--- src/rtl/rr_arbiter_4_pkg.sv ---
// Shared definitions for the four-requester round-robin arbiter.
//   NUM_REQ     : number of requesters (fixed at four)
//   arb_state_t : FSM state encoding shared by RTL and anything that
//                 needs to decode it (IDLE=0, GRANT=1, GAP=2)
package rr_arbiter_4_pkg;

    localparam int NUM_REQ = 4;

    typedef enum logic [1:0] {
        IDLE  = 2'd0,
        GRANT = 2'd1,
        GAP   = 2'd2
    } arb_state_t;

endpackage

--- src/rtl/rr_pick_4.sv ---
// Rotating-priority winner select, purely combinational.
//   req     : request lines, bit i = requester i
//   ptr     : index holding top priority this round
//   win_idx : first requester found scanning ptr, ptr+1, ptr+2, ptr+3 (mod 4)
//   win_vld : at least one request is present
module rr_pick_4
    import rr_arbiter_4_pkg::*;
(
    input  logic [NUM_REQ-1:0] req,
    input  logic [1:0]         ptr,
    output logic [1:0]         win_idx,
    output logic               win_vld
);

    logic [1:0] cand;

    // Scan from the lowest priority upwards so the highest-priority hit
    // is the last one written and therefore wins.
    always_comb begin
        win_idx = ptr;
        win_vld = 1'b0;
        cand    = ptr;
        for (int k = NUM_REQ - 1; k >= 0; k--) begin
            cand = ptr + 2'(k);
            if (req[cand]) begin
                win_idx = cand;
                win_vld = 1'b1;
            end
        end
    end

endmodule

--- src/rtl/rr_arbiter_4.sv ---
// Four-requester round-robin arbiter with a hold timer.
// {gnt_en, gnt_idx} drives the enable/select of a 2-to-4 decoder directly.
//   clk     : rising-edge clock
//   rst     : asynchronous, active-high reset
//   req     : level-sensitive request lines, bit i = requester i
//   done    : single-cycle release pulse from the current owner
//   gnt_idx : current owner; only meaningful while gnt_en=1
//   gnt_en  : grant active
//   timeout : one-cycle pulse when the hold timer forces a release
//   busy    : FSM is outside IDLE
//
// state | meaning
// ------+-----------------------------------------------------------
// IDLE  | no grant; arbitrate among pending requests
// GRANT | owner fixed, hold counter running
// GAP   | one dead cycle so grants to successive owners never overlap
module rr_arbiter_4
    import rr_arbiter_4_pkg::*;
#(
    parameter int MAX_HOLD = 16
) (
    input  logic               clk,
    input  logic               rst,
    input  logic [NUM_REQ-1:0] req,
    input  logic               done,
    output logic [1:0]         gnt_idx,
    output logic               gnt_en,
    output logic               timeout,
    output logic               busy
);

    localparam int HOLD_W = $clog2(MAX_HOLD + 1);

    arb_state_t  state, state_nxt;
    logic [1:0]  ptr, ptr_nxt;
    logic [HOLD_W-1:0] cnt, cnt_nxt;
    logic [1:0]  gnt_idx_nxt;
    logic        gnt_en_nxt, timeout_nxt, busy_nxt;
    logic [1:0]  win_idx;
    logic        win_vld;
    logic        rel_done, rel_drop, rel_hold;

    rr_pick_4 u_pick (
        .req     (req),
        .ptr     (ptr),
        .win_idx (win_idx),
        .win_vld (win_vld)
    );

    assign rel_done = done;
    assign rel_drop = ~req[gnt_idx];
    // cnt counts cycles already held beyond the first, so MAX_HOLD-1 here
    // means the owner is in its MAX_HOLD-th cycle.
    assign rel_hold = (cnt == HOLD_W'(MAX_HOLD - 1));

    always_comb begin
        state_nxt   = state;
        ptr_nxt     = ptr;
        cnt_nxt     = cnt;
        gnt_idx_nxt = gnt_idx;
        gnt_en_nxt  = gnt_en;
        timeout_nxt = 1'b0;
        case (state)
            IDLE: begin
                gnt_en_nxt = 1'b0;
                if (win_vld) begin
                    state_nxt   = GRANT;
                    gnt_idx_nxt = win_idx;
                    gnt_en_nxt  = 1'b1;
                    ptr_nxt     = win_idx + 2'd1;
                    cnt_nxt     = '0;
                end
            end
            GRANT: begin
                if (rel_done || rel_drop || rel_hold) begin
                    state_nxt   = GAP;
                    gnt_en_nxt  = 1'b0;
                    // A voluntary release in the same cycle is not a timeout.
                    timeout_nxt = rel_hold & ~rel_done & ~rel_drop;
                end else if (cnt != HOLD_W'(MAX_HOLD)) begin
                    cnt_nxt = cnt + 1'b1;
                end
            end
            GAP: begin
                state_nxt  = IDLE;
                gnt_en_nxt = 1'b0;
            end
            default: begin
                state_nxt  = IDLE;
                gnt_en_nxt = 1'b0;
            end
        endcase
        busy_nxt = (state_nxt != IDLE);
    end

    always_ff @(posedge clk or posedge rst) begin
        if (rst) begin
            state   <= IDLE;
            ptr     <= 2'b00;
            cnt     <= '0;
            gnt_idx <= 2'b00;
            gnt_en  <= 1'b0;
            timeout <= 1'b0;
            busy    <= 1'b0;
        end else begin
            state   <= state_nxt;
            ptr     <= ptr_nxt;
            cnt     <= cnt_nxt;
            gnt_idx <= gnt_idx_nxt;
            gnt_en  <= gnt_en_nxt;
            timeout <= timeout_nxt;
            busy    <= busy_nxt;
        end
    end

endmodule
--- config.mk ---
export PLATFORM = sky130hd
export DESIGN_NAME = rr_arbiter_4
export DESIGN_NICKNAME = d
export VERILOG_FILES = /design/src/rtl/rr_arbiter_4_pkg.sv /design/src/rtl/rr_pick_4.sv /design/src/rtl/rr_arbiter_4.sv
export SDC_FILE = /design/constraint.sdc
export NUM_CORES = 1
export LEC_CHECK = 0
export ABC_AREA = 1
export BUFFER_PORTS_ARGS = -buffer_cell sky130_fd_sc_hd__buf_2
export CAP_MARGIN = 25
export CORE_MARGIN = 8
export CORE_UTILIZATION = 55
export CTS_CLUSTER_DIAMETER = 60
export DETAILED_ROUTE_END_ITERATION = 16
export PLACE_DENSITY_LB_ADDON = 0.25
export SYNTH_ARGS = -nofsm -noshare
export SYNTH_HDL_FRONTEND = slang
export SYNTH_HIERARCHICAL = 1
export SYNTH_SLANG_ARGS = --single-unit
--- constraint.sdc ---
create_clock -name clk -period 3.9 [get_ports clk]
set_input_delay 0.195 -clock clk [delete_from_list [all_inputs] [get_ports clk]]
set_output_delay 0.195 -clock clk [all_outputs]
set_load 0.01 [all_outputs]
==> flow_results.org, run 1 <==
** Route
- Remaining DRCs :: 0
- Vias per cell :: 4.69
- Via count :: 873
- Average detailed-routed wire length per instance :: 10.7 um
- The first detailed-routing pass took 4 iterations.
- In this run the remaining antenna-violating nets after routing total 0.
- Routed WL :: 1990 um
- First-iteration detailed-routing DRC count :: 20

** Critical path
- Arrival time worst endpoint :: 1.87 ns
- Dominant cell type by count on the critical path :: nand2_1
- The number of buffers and inverters on the critical path is 2.
- The worst setup path is captured at a register.
- Crit start category :: register
- Of all nets on the critical path, the largest fanout is 11.
- CP max stage delay :: 0.56 ns
- The critical path in this run is classified as reg -> reg.
- Gate family responsible for the most delay along the worst path :: simple AND/OR/NAND/NOR gates
- STA puts the critical path data required time at 4.08 ns.
- Traced cell by cell, the critical path runs through inv_4 > nand2_1 > nand2_1 > nand2_1 > nand2_1 > nor2_1 > nand3_1 > nand2_4 > nand2_4 > o21ai_2 > inv_4 > nand3_1 > nand2_1.
- For this design, the slowest cell found on the critical path is dfrtp_1.

** STA
- Headroom to the max-slew limit came out at 65.3%.
- The number of hold violations in the final report was 0.
- Setup violations remaining at the end of the flow were counted as 0.
- Setup TNS :: 0 ns
- Clock skew :: 0.00278 ns
- Based on the critical path, the design can be clocked at up to 0.591 GHz.
- The worst path uses 43.4% of the clock period.
- Unrepaired setup endpoints after global routing :: no
- Time the worst path needs with I/O delays and setup :: 1.69 ns
- Across all hold checks on the routed design, the worst slack comes to 0.191 ns.
- The final count of pins violating max slew was 0.
- For the pin with the worst max-slew slack, the measured transition is 0.520 ns.

** Clock tree
- Total number of clock tree sinks :: 14
- Clock H-tree levels :: 1
- The number of gates resized after CTS was 0.
- The cell sitting at the root of the clock tree is a clkbuf_4.
- Total clock buffers created by CTS :: 3
- Buffers added to address setup during post-CTS repair amount to 0.
- Clock-pin slew was measured on the worst setup and hold paths at 0.09 ns.
- TritonCTS built the clock tree.
- Buffers inserted to repair hold after CTS numbered 1.
- Maximum clock path buffer count :: 2
- Clock latency on the worst-skew pair, taken at its later pin, is 0.28 ns.

** GRT
- Maximum number of pins on one net before global-route repair :: 15
- The first global-routing pass estimated 3470 um of wire.
- Remaining Overflow, GRT :: 0
- Number of antenna violations at the first check in global routing :: 0
- Overall track demand over capacity in global routing :: 12.5%
- The number of global-route vias before repair is 813.

** Logic synthesis
- When the netlist entered floorplanning its net count stood at 156.
- After synthesis the cells add up to 1010 um2.
- Largest cells by area after synthesis :: dfrtp_1 (35%), nand2_1 (18%), inv_1 (9.3%)
- Of all cell types, the one taking the most synthesized area is dfrtp_1.
- Async SR Flop Fraction :: 100%
- Synth cell types :: 22
- Post-synth top cells :: nand2_1 (48), inv_1 (25), dfrtp_1 (14), nand3_1 (13), nor2_1 (11)
- Synth Flop Type :: dfrtp_1
- In the synthesized netlist, the number of instances is 146.
- Counting flops and latches in the post-synthesis netlist gives 14.
- Most common cell in the netlist :: nand2_1
- Counting flops with a built-in enable in the synthesized netlist gives 0.
- Register area share after synthesis :: 34.8%
- The average instance in the mapped netlist occupies 6.90 um2.
- After synthesis, the largest area contributor takes up 34.8% of total cell area.
- Count of synthesis-stage warnings from yosys :: 6

** Pwr
- In this run the static leakage power is 0.658 nW.
- Highest ir drop seen on vdd :: 481 uV
- Power spread over the standard cell area amounts to 809 nW/um2.

** Cells and area
- Proportion of layout cells with a drive suffix above 1 :: 21.1%
- Number of filler instances in the final layout :: 158
- The area growth from synthesis to layout is 12.0%.
- The number of antenna diodes in the final layout is 0.
- Final design utilization :: 65.4%
- Final layout net count :: 172

** Placed design
- Placer's final routability congestion estimate :: 0.846
- Number of I/O port buffers :: 11
- Total half-perimeter wirelength after legalization and detailed placement :: 1600 um

** Worst hold path
- Type of the tightest min-delay check :: in -> reg

** Flow run
- Max-cap violations in this run came to 0.

** Floorplan
- Effective utilization at floorplan :: 58.3%
- Area of the core region :: 1730 um2
- Die Ht :: 58.8 um
- During I/O placement, the number of pins put on the boundary was 12.
- Row generation in the floorplan step produced 15 rows.
- The die covers 3460 um2.
- Horizontal extent of the die :: 58.8 um

** Outcome
- Run status :: complete, no violations
-- final timing paths --
path / start / end / slack [ns] / cells after the start
max: ptr[0]$_DFFE_PP0P_ / cnt[2]$_DFFE_PP0P_ / 2.21 / 13
min: done / timeout$_DFF_PP0_ / 0.19 / 4
max reg2reg: ptr[0]$_DFFE_PP0P_ / cnt[2]$_DFFE_PP0P_ / 2.21 / 13
min reg2reg: cnt[4]$_DFFE_PP0P_ / cnt[4]$_DFFE_PP0P_ / 0.53 / 2
max in group asynchronous: rst / cnt[2]$_DFFE_PP0P_ / 3.07 / 3
min in group asynchronous: rst / gnt_en$_DFFE_PP0P_ / 0.48 / 3
-- registers in the layout (all words and copies together), names as in the netlist --
signal,count
timeout,1
gnt_idx,2
busy,1
cnt,5
ptr,2
gnt_en,1
state,2
-- where the power goes --
part	internal (mW)	switching (mW)
Clock	0.0568	0.0490
Sequential	0.198	0.0582
Combinational	0.200	0.351
-- placed cells by master (no fill, tap or decap) --
| cell type | synthesis | routed |
|---|---|---|
| a21boi_1 | 1 | 1 |
| buf_2 | 0 | 11 |
| clkbuf_4 | 0 | 3 |
| clkbuf_8 | 0 | 1 |
| dfrtp_1 | 14 | 14 |
| dlygate4sd3_1 | 0 | 1 |
| ha_1 | 3 | 3 |
| inv_1 | 25 | 25 |
| inv_2 | 4 | 4 |
| inv_4 | 2 | 2 |
| nand2_1 | 48 | 48 |
| nand2_2 | 2 | 2 |
| nand2_4 | 5 | 5 |
| nand3_1 | 13 | 13 |
| nand3_2 | 4 | 4 |
| nand4_1 | 1 | 1 |
| nor2_1 | 11 | 11 |
| nor2_2 | 1 | 1 |
| o21a_1 | 1 | 1 |
| o21ai_0 | 4 | 4 |
| o21ai_1 | 2 | 2 |
| o21ai_2 | 1 | 1 |
| o21bai_1 | 1 | 1 |
| xnor2_1 | 1 | 1 |
| xor2_1 | 1 | 1 |
-- worst min-delay path, cell delays in order --
cell     delay [ns]
buf_2          0.07
inv_1          0.06
nand3_1        0.08
nor2_1         0.04
-- through the flow --
| step | instances | cell area, um2 | power, mW | setup WS [ns] |
|---|---|---|---|---|
| 6_report | 186 | 1130 | 0.913 | 2.21 |
| 5_1_grt | 186 | 1130 | 1.01 | 1.95 |
| 3_5_place_dp | 181 | 1080 | 0.811 | 2.22 |
| 4_1_cts | 186 | 1130 | 0.920 | 2.21 |
| 2_1_floorplan | 146 | 1010 | 0.709 | 2.41 |
| 3_3_place_gp | 181 | 1080 | 0.797 | 2.25 |
-- cell families after synthesis --
group / share of synthesized area, %
buffers and inverters: 13.2
AOI/OAI and AO/OA: 6.09
xor gates and xnor gates: 1.74
DFF: 34.8
and+or+nand+nor: 40.5
adders and majority gates: 3.73
-- area by class of cell --
| class | count | area [um2] | share of cell area, % |
|---|---|---|---|
| Clock buffer | 4 | 36.3 | 3.22 |
| Inverter | 31 | 121 | 10.8 |
| Multi-Input combinational cell | 100 | 524 | 46.5 |
| Sequential cell | 14 | 350 | 31.0 |
| Tap cell | 25 | 31.3 | 2.77 |
| Timing Repair Buffer | 12 | 65.1 | 5.76 |
-- per-layer routing --
layer	share of wire (%)	track usage (%)	wire, um	up-vias
li1	-	-	-	469
met1	50	15.7	992	387
met2	45	20.1	901	12
met3	3.5	3.26	70	5
met4	1.1	4.44	22	0
met5	0	0	0	-
Power figures use the tool's default switching activity.
==> run 2: changes to the inputs <==
--- a/config.mk
+++ b/config.mk
@@ -8,8 +8,9 @@
 export ABC_AREA = 1
 export BUFFER_PORTS_ARGS = -buffer_cell sky130_fd_sc_hd__buf_2
 export CAP_MARGIN = 25
+export CORE_ASPECT_RATIO = 1.5
 export CORE_MARGIN = 8
-export CORE_UTILIZATION = 55
+export CORE_UTILIZATION = 51
 export CTS_CLUSTER_DIAMETER = 60
 export DETAILED_ROUTE_END_ITERATION = 16
 export PLACE_DENSITY_LB_ADDON = 0.25
==> constraint.sdc (replaced) <==
create_clock -name clk -period 1.55 [get_ports clk]
set_input_delay 0.0775 -clock clk [delete_from_list [all_inputs] [get_ports clk]]
set_output_delay 0.0775 -clock clk [all_outputs]
set_load 0.01 [all_outputs]
==> run 2 against run 1 <==
The run now ends with setup timing left. Clock power up 150%. Cell count up 5.4%. Via count up 11%. Sequential share of layout area down 4.8 points. Register-to-register slack worse by 2.3 ns. Power rose to 3.3 times the previous value. Flip-flop and latch count unchanged.
==> flow_results.org, run 2 (same netlist as run 1, synthesis figures left out) <==
** STA
- Time the worst path needs with I/O delays and setup :: 1.61 ns (was 1.69 ns)
- Unrepaired setup endpoints after global routing :: yes (was no)
- The setup total negative slack was -0.380 ns (was 0 ns).
- The final clock skew came to 0.00245 ns (was 0.00278 ns).
- F_max :: 0.622 GHz (was 0.591 GHz)
- The remaining max-slew budget at the tightest pin came to 64.4% (was 65.3%).
- The smallest hold slack was 0.0821 ns (was 0.191 ns).
- The final worst-path cycle share is 104% (was 43.4%).
- Worst path setup slack after routing :: -0.0567 ns (was 2.21 ns)
- Worst Tran Pin Value :: 0.534 ns (was 0.520 ns)
- The number of hold violations in the final report is 0 (unchanged).
- The setup-violating endpoint count in the final report is 9 (was 0).
- Final number of max-transition violations :: 0 (unchanged)

** Route
- The detailed-route wire length per cell came to 12.3 um (was 10.7 um).
- The average vias per placed instance came to 4.96 (was 4.69).
- The via total after detailed routing is 972 (was 873).
- The detailed-route wire length was 2410 um (was 1990 um).
- The post-route antenna net violation count was 0 (unchanged).
- First-iteration detailed-routing DRC count :: 18 (was 20)
- The first-pass iteration count of the detailed router is 4 (unchanged).
- The remaining design rule violation count was 0 (unchanged).

** Clock tree
- TritonCTS clock tree :: done (unchanged)
- Total clock buffers created by CTS :: 3 (unchanged)
- Worst skew pair latency :: 0.28 ns (about the same)
- The maximum count of clock buffers along a single path came to 2 (unchanged).
- The register clock-pin slew on the reported worst setup and hold paths came to 0.08 ns (was 0.09 ns).
- Clock H-tree levels :: 1 (unchanged)
- The number of clock sinks came to 14 (unchanged).
- The root buffer cell is clkbuf_4 (unchanged).

** Flow run
- The reported max-cap violation count is 0 (unchanged).

** Floorplan
- The starting density of the core is 54.3% (was 58.3%).
- The full die area was 3680 um2 (was 3460 um2).
- The row count came to 19 (was 15).
- Area of the core region :: 1850 um2 (was 1730 um2)
- IO Pins :: 12 (unchanged)
- The overall die height was 70.4 um (was 58.8 um).
- Horizontal extent of the die :: 52.3 um (was 58.8 um)

** GRT
- Number of antenna violations at the first check in global routing :: 0 (unchanged)
- The first-pass GRT wire length came to 4120 um (was 3470 um).
- The overall routing resource usage came to 14.0% (was 12.5%).
- Maximum number of pins on one net before global-route repair :: 15 (unchanged)
- Via count of the first global-routing pass :: 1008 (was 813)
- Remaining Overflow, GRT :: 0 (unchanged)

** Cells and area
- Most common cell after layout, fill and taps aside :: nand2_1 (unchanged)
- The ratio of cells with drive above 1 in the final layout is 43.4% (was 21.1%).
- Final layout net count :: 186 (was 172)
- Largest register FFs :: 5 (unchanged)
- Largest reg by FF count :: cnt (unchanged)
- The area growth from synthesis to layout was 33.3% (was 12.0%).
- The number of diodes was 0 (unchanged).
- Number of filler instances in the final layout :: 158 (unchanged)
- Most frequent cells in the layout :: nand2_1 (33), inv_1 (24), nand2_2 (16), buf_4 (13), dfrtp_1 (12) (was nand2_1 (48), inv_1 (25), dfrtp_1 (14), nand3_1 (13))

** Critical path
- Number of cells on the critical path :: 14 (was 13)
- Required arrival time at the worst endpoint :: 1.78 ns (was 4.08 ns)
- The longest individual stage delay on the worst path was 0.47 ns (was 0.56 ns).
- The largest fanout on the critical path is 6 (was 11).
- Crit path cell chain :: buf_6 > nand2_2 > nand2_2 > nand2_1 > nand2_1 > inv_2 > nand3_2 > nand2_4 > nand2_4 > o21ai_4 > inv_4 > nand2_4 > nand2_1 > nand2_1 (was inv_4 > nand2_1 > nand2_1 > nand2_1 > nand2_1 > nor2_1 > nand3_1 > nand2_4 > nand2_4 > o21ai_2 > inv_4 > nand3_1 > nand2_1)
- Worst path buffer plus inverter count :: 3 (was 2)
- Cell at the slowest stage of the critical path :: dfrtp_2 (was dfrtp_1)
- Crit start category :: register (unchanged)
- Number of cells on the worst reg-to-reg path :: 14 (was 13)
- Crit path capture type :: register (unchanged)
- Critical path launch point :: ptr[0]$_DFFE_PP0P_ (unchanged)
- Gate family responsible for the most delay along the worst path :: simple AND/OR/NAND/NOR gates (unchanged)
- The arrival time of data at the critical path endpoint came to 1.83 ns (was 1.87 ns).
- The launching point of the worst reg2reg path is ptr[0]$_DFFE_PP0P_ (unchanged).
- The startpoint-to-endpoint class of the critical path is reg -> reg (unchanged).
- The most frequent cell on the critical path is nand2_1 (unchanged).

** Worst hold path
- The startpoint of the tightest hold check path is done (unchanged).
- Worst hold path cell count :: 4 (unchanged)
- Type of the tightest min-delay check :: in -> reg (unchanged)

** Pwr
- The ratio of total power to cell area is 2220 nW/um2 (was 809 nW/um2).
- The worst ir drop on vdd is 1160 uV (was 481 uV).
- The leakage dissipation came to 0.745 nW (was 0.658 nW).

** Placed design
- The routability congestion estimate was 0.962 (was 0.846).
- The half-perimeter wire length after detailed placement is 1730 um (was 1600 um).
- Number of I/O port buffers :: 11 (unchanged)

** Outcome
- The final reports fail on setup timing.
- Run status :: finished, violations left (was complete, no violations)
run 2: cell count changes in the layout (fill, tap and decap cells not counted), moves of 2 or more:
cell | previous run | this run
o21ai_0 | 4 | 1
nand2_1 | 48 | 33
dfrtp_1 | 14 | 12
o21ai_1 | 2 | 4
nand3_2 | 4 | 9
nand3_1 | 13 | 7
nand2_2 | 2 | 16
dfrtp_2 | 0 | 2
buf_4 | 0 | 13
run 2: per-stage QoR:
stage	setup WS [ns]	power [mW]	std cells	instance area [um2]	utilization, %
2_1_floorplan	0.0582	1.78	146	1010	-
6_report	-0.0567	2.99	196	1340	72.4
5_1_grt	-0.196	3.25	196	1340	72.4
4_1_cts	-0.0519	2.70	192	1260	67.7
3_5_place_dp	-0.124	2.20	184	1130	60.9
3_3_place_gp	-0.0517	2.16	184	1130	60.9
run 2: power breakdown:
| group | switching [mW] | internal, mW |
|---|---|---|
| clock | 0.118 | 0.143 |
| sequential | 0.139 | 0.505 |
| combinational | 1.18 | 0.897 |
| total | 1.44 | 1.54 |
run 2: per-layer routing:
metal	global-route usage, %	wire length, um	vias to the layer above
li1	-	-	501
met1	13.0	862	446
met2	26.1	1410	14
met3	2.12	55	11
met4	8.38	84	0
met5	0	0	-
run 2: cell type report:
type                    instances  area (um2)  share of cell area, %
repair buffers                 26         174                   13.0
flip-flops and latches         14         353                   26.3
clock buffers                   4        36.3                   2.70
multi-input cells             100         629                   46.9
well taps                      21        26.3                   1.96
inverters                      31         124                   9.23
run 2: tightest hold or removal path: stages:
cell and delay [ns]:
buf_2 0.08, inv_1 0.06, nand3_1 0.08, nor2_1 0.04
run 2: path summary, 6_finish.rpt:
path | end | slack, ns
setup / recovery | cnt[2]$_DFFE_PP0P_ | -0.06
hold / removal | timeout$_DFF_PP0_ | 0.08
setup reg to reg | cnt[2]$_DFFE_PP0P_ | -0.06
hold reg to reg | gnt_en$_DFFE_PP0P_ | 0.52
max in group asynchronous | ptr[0]$_DFFE_PP0P_ | 0.79
min in group asynchronous | gnt_idx[1]$_DFFE_PP0P_ | 0.38
run 2: repair_timing:
action	in CTS	in global routing
gates resized for setup	19	19
hold buffers	1	0
hold endpoints to repair	14	0
pin swaps	10	17
setup buffers	3	4
setup endpoints to repair	9	12
